## config.mk

```make
export PLATFORM = sky130hd
export DESIGN_NAME = bit_serializer
export DESIGN_NICKNAME = d
export VERILOG_FILES = /design/src/rtl/bit_serializer.sv
export SDC_FILE = /design/constraint.sdc
export NUM_CORES = 1
export LEC_CHECK = 0
export ABC_AREA = 1
export CORE_MARGIN = 2
export CORE_UTILIZATION = 59
export DETAILED_ROUTE_END_ITERATION = 12
export PLACE_DENSITY_LB_ADDON = 0.05
export SLEW_MARGIN = 20
export SYNTH_ARGS = -nofsm -noshare
export SYNTH_HDL_FRONTEND = slang
export SYNTH_SLANG_ARGS = --single-unit
export TNS_END_PERCENT = 5
```

## constraint.sdc

```tcl
create_clock -name CLK -period 3.8 [get_ports CLK]
set_input_delay 1.14 -clock CLK [delete_from_list [all_inputs] [get_ports CLK]]
set_output_delay 1.14 -clock CLK [all_outputs]
set_load 0.01 [all_outputs]
```

## src/rtl/bit_serializer.sv

```systemverilog
// Parallel-to-serial converter with a 2-entry input FIFO.
// Words are queued on LOAD_VALID & LOAD_READY and shifted out one bit per cycle on SOUT.
// Back-to-back words are emitted with no idle gap between them.
module bit_serializer #(
  parameter int unsigned WIDTH     = 8,
  parameter bit          MSB_FIRST = 1'b1,
  parameter bit          IDLE_BIT  = 1'b1
) (
  input  logic             CLK,
  input  logic             RESET,
  input  logic [WIDTH-1:0] LOAD_DATA,
  input  logic             LOAD_VALID,
  output logic             LOAD_READY,
  output logic             SOUT,
  output logic             SVALID,
  output logic             FRAME_START,
  output logic             BUSY
);

  localparam int unsigned     CntW    = $clog2(WIDTH);
  localparam logic [CntW-1:0] LastIdx = CntW'(WIDTH - 1);

  typedef enum logic {StIdle, StShift} state_e;

  state_e           state_q, state_d;
  logic [CntW-1:0]  cnt_q, cnt_d;
  logic [WIDTH-1:0] shreg_q, shreg_d;
  logic [WIDTH-1:0] fifo_q [2];
  logic [WIDTH-1:0] fifo_d [2];
  logic [1:0]       occ_q, occ_d;
  logic             ready_q, ready_d;
  logic             sout_q, sout_d;
  logic             svalid_q, svalid_d;
  logic             fstart_q, fstart_d;

  logic             push;
  logic             pop;
  logic             last_bit;
  logic [CntW-1:0]  bit_idx;

  // Transfer/pop handshakes; pop happens when the shifter is empty or finishing its last bit
  always_comb begin
    push     = LOAD_VALID & ready_q;
    last_bit = (cnt_q == LastIdx);
    pop      = (occ_q != 2'd0) && ((state_q == StIdle) || last_bit);
    bit_idx  = MSB_FIRST ? (LastIdx - cnt_q) : cnt_q;
  end

  // FIFO next state: entry 0 is always the head
  always_comb begin
    fifo_d[0] = fifo_q[0];
    fifo_d[1] = fifo_q[1];
    occ_d     = occ_q;
    case ({push, pop})
      2'b10: begin
        if (occ_q == 2'd0) fifo_d[0] = LOAD_DATA;
        else               fifo_d[1] = LOAD_DATA;
        occ_d = occ_q + 2'd1;
      end
      2'b01: begin
        fifo_d[0] = fifo_q[1];
        occ_d     = occ_q - 2'd1;
      end
      // push implies occupancy < 2 and pop implies >= 1, so exactly one entry is being replaced
      2'b11: fifo_d[0] = LOAD_DATA;
      default: ;
    endcase
    ready_d = (occ_d < 2'd2);
  end

  // Shifter FSM next state and registered serial outputs
  always_comb begin
    state_d  = state_q;
    cnt_d    = cnt_q;
    shreg_d  = shreg_q;
    sout_d   = IDLE_BIT;
    svalid_d = 1'b0;
    fstart_d = 1'b0;
    case (state_q)
      StIdle: begin
        if (pop) begin
          state_d = StShift;
          shreg_d = fifo_q[0];
          cnt_d   = '0;
        end
      end
      StShift: begin
        sout_d   = shreg_q[bit_idx];
        svalid_d = 1'b1;
        fstart_d = (cnt_q == '0);
        if (last_bit) begin
          if (pop) begin
            // Reload immediately so the next word follows without a gap
            shreg_d = fifo_q[0];
            cnt_d   = '0;
          end else begin
            state_d = StIdle;
          end
        end else begin
          cnt_d = cnt_q + CntW'(1);
        end
      end
      default: state_d = StIdle;
    endcase
  end

  // State registers with synchronous active-high reset
  always_ff @(posedge CLK) begin
    if (RESET) begin
      state_q   <= StIdle;
      cnt_q     <= '0;
      shreg_q   <= '0;
      fifo_q[0] <= '0;
      fifo_q[1] <= '0;
      occ_q     <= 2'd0;
      ready_q   <= 1'b0;
      sout_q    <= IDLE_BIT;
      svalid_q  <= 1'b0;
      fstart_q  <= 1'b0;
    end else begin
      state_q   <= state_d;
      cnt_q     <= cnt_d;
      shreg_q   <= shreg_d;
      fifo_q[0] <= fifo_d[0];
      fifo_q[1] <= fifo_d[1];
      occ_q     <= occ_d;
      ready_q   <= ready_d;
      sout_q    <= sout_d;
      svalid_q  <= svalid_d;
      fstart_q  <= fstart_d;
    end
  end

  // Output mapping; BUSY follows the current state and occupancy directly
  always_comb begin
    LOAD_READY  = ready_q;
    SOUT        = sout_q;
    SVALID      = svalid_q;
    FRAME_START = fstart_q;
    BUSY        = (state_q == StShift) || (occ_q != 2'd0);
  end

endmodule

```

==> reports/results.tsv <==
stage	metric	value	unit
run_status	run status	finished, final reports clean	
floorplan	Core Rows	18	
sta	Final Skew	0.00778	ns
synth	Seq/Total Area, Yosys	0.444	
floorplan	Core Region	0.00248	sq mm
hold_path	worst min-delay path category	reg -> reg	
setup_path	Worst EP arrival	1.63	ns
drt	Pre-antenna DRT Iters	4	
clocking	post-CTS setup repair buffer count	0	
floorplan	die width	55.0	um
sta	slew margin rel.	0.751	
power_and_ir_drop	total power	1.43	mW
drt	Initial DRC Count	27	
power_and_ir_drop	power density cells	819	mW/mm^2
clocking	Worst-Skew Late Latency	0.33	ns
floorplan	Starting Density	0.618	
sta	Finish-stage setup viols	0	
setup_path	startpoint types	register	
finish	layout cells sized above 1	0.0733	
synth	top post-synthesis cells by area	dfxtp_1 44%, nand2_1 14%, nor2_1 12%	
drt	final wirelength	2760	um
sta	Max Slew Vio Count	0	
synth	Synth cell types	19	
drt	routed length per placed instance	10.5	um
synth	top cell type's share of synthesized area	0.444	
floorplan	die area	0.00302	sq mm
synth	register bit total from synthesis	34	
power_and_ir_drop	Seq pwr share	0.380	
global_routing	first-pass GRT wire length	4550	um
synth	Synth Area in Simple Gates	0.350	
finish	# fillers	223	
finish	most frequent cells in the layout	57 x nand2_1, 49 x nor2_1, 34 x dfxtp_1	
sta	setup TNS	0	ns
synth	post-synthesis cell count	215	
clocking	H-tree depth	2	
global_routing	vias in the first global route	1114	
synth	mux contribution to synthesized area	0	
sta	Final Hold Viols	0	
clocking	CTS Buffer Depth	2	
sta	Worst-Margin Slew	0.372	ns
setup_path	CP max FO	4	
setup_path	CP required	2.66	ns
synth	post-synthesis instance area	0.00153	sq mm
setup_path	Worst Path Class, Setup	reg -> out	
clocking	clock sink count	34	
synth	Compound-Gate Fraction of Synth Area	0.0980	
place	post-placement setup slack	1.21	ns
floorplan	Die Y	55.0	um
place	HPWL Detailed	1940	um
setup_path	biggest cell delay along the critical path	0.48	ns
power_and_ir_drop	Clk pwr share	0.169	
power_and_ir_drop	switching pwr	0.578	mW
finish	most common cell after layout, fill and taps aside	nand2_1	
global_routing	initial antenna violation count	0	
sta	Tcrit/Tclk final	0.730	
power_and_ir_drop	Switching Fraction	0.403	
sta	Max Freq	361	MHz
setup_path	Worst Setup End Kind	output pin	
synth	synth warn	0	
synth	post-synthesis adder-cell area fraction	0.0408	
drt	ANT nets after route	0	
setup_path	Critical-path top delay cell	clkdlybuf4s50_1	
run	max_cap viols	0	
drt	Vias/cell	5.12	
synth	post-synth top area cell	dfxtp_1	
global_routing	total gr overflow	0	
sta	Tmin final	2.77	ns
setup_path	Worst R2R Setup Slack	1.49	ns
clocking	CTS hold repair buffers	0	
synth	Syn Nets	231	
power_and_ir_drop	maximum vdd drop	0.000562	V
synth	Avg Cell Area, Syn	7.12	sq um
clocking	root buf cell	clkbuf_4	
sta	RSZ-0062 raised after global routing	no	
finish	nets	247	
global_routing	Overall Global Routing Usage	0.218	
power_and_ir_drop	Pint	0.856	mW
finish	antenna cells	0	
synth	largest family of logic cells by synthesized area	simple AND/OR/NAND/NOR gates	
synth	XOR/XNOR Fraction of Synth Area	0	
clocking	Clock Pin Slew Worst Setup and Hold Paths	0.10	ns
clocking	CTS tree	done	
clocking	Num CTS Buffers	5	
power_and_ir_drop	Leak	0.809	nW
global_routing	pin count of the biggest net entering global routing	28	
place	global placement routability congestion	0.765	
setup_path	cell chain of the critical path	inv_1, nand2_4, or2_2, clkdlybuf4s50_1	
drt	DR DRC count	0	
clocking	Post-CTS Resized	0	
power_and_ir_drop	combinational share of power	0.450	
sta	final worst-path setup slack	1.03	ns
drt	vias	1342	
place	Port-buffer cells	15	
finish	P&R area growth vs syn	14.4	%
floorplan	I/O Pins	16	
[power groups by stage]
stage	logic (mW)	clock network [mW]	registers, mW
6_report	0.646	0.243	0.546
5_1_grt	0.747	0.264	0.559
4_1_cts	0.650	0.251	0.545
3_5_place_dp	0.646	0	0.553
3_3_place_gp	0.623	0	0.548
2_1_floorplan	0.535	0	0.543
[worst paths after layout]
check	startpoint	to	cells past startpoint
max reg2reg	cnt_q[0]	LOAD_READY	13
min reg2reg	shreg_q[0]	shreg_q[0]	2
max	register	BUSY	4
min	shreg_q[0]	shreg_q[0]	2
[flip-flops by register name (all words and copies together), names as in the netlist, named ones only]
name,count
fifo_q,16
shreg_q,8
cnt_q,3
FRAME_START,1
LOAD_READY,1
SOUT,1
SVALID,1
occ_q,1
state_q,1
[cell type report]
cell class	count	area, sq um	share of cell area
tap	30	37.5	0.0214
clock buffer	8	78.8	0.0450
sequential	34	681	0.389
timing repair buffer	15	150	0.0857
multi-input combinational	160	748	0.427
inverter	15	56.3	0.0321
[critical path: cells and delay by family (launching register included)]
kind          cells  cell delay [ns]
simple gates      2             0.36
flops             1             0.34
buf+inv           2             0.60
[cell usage after synthesis, drive strengths merged]
cell,n
a21oi,12
buf,5
clkbuf,1
dfxtp,34
ha,5
inv,15
nand2,61
nand3,5
nand3b,8
nand4,1
nor2,49
o21ai,18
or2,1
[kinds of logic (layout without fill, tap and decap cells)]
logic type,after synthesis,count (layout)
AO/OA/AOI/OAI,30,30
adder cells (fa/ha/maj),5,5
buffers and inverters,21,38
flip-flops,34,34
AND/OR/NAND/NOR,125,125
[through the flow]
step,instance area [sq um],utilization,instances,hold WS [ns]
5_1_grt,1750,0.707,262,0.514
3_5_place_dp,1670,0.675,254,0.470
3_3_place_gp,1670,0.675,254,0.462
4_1_cts,1750,0.707,262,0.494
6_report,1750,0.707,262,0.492
2_1_floorplan,1530,-,215,0.452
[layer usage]
metal  global-route usage  wire, um  part of all wire  vias up
li1                     -         -                 -      709
met4                0.122        57             0.021        0
met3               0.0565       129             0.047        7
met2                0.355      1310              0.48       32
met1                0.261      1260              0.46      594
met5                    0         0                 0        -
Note: power is estimated with default switching activity, not from simulation.
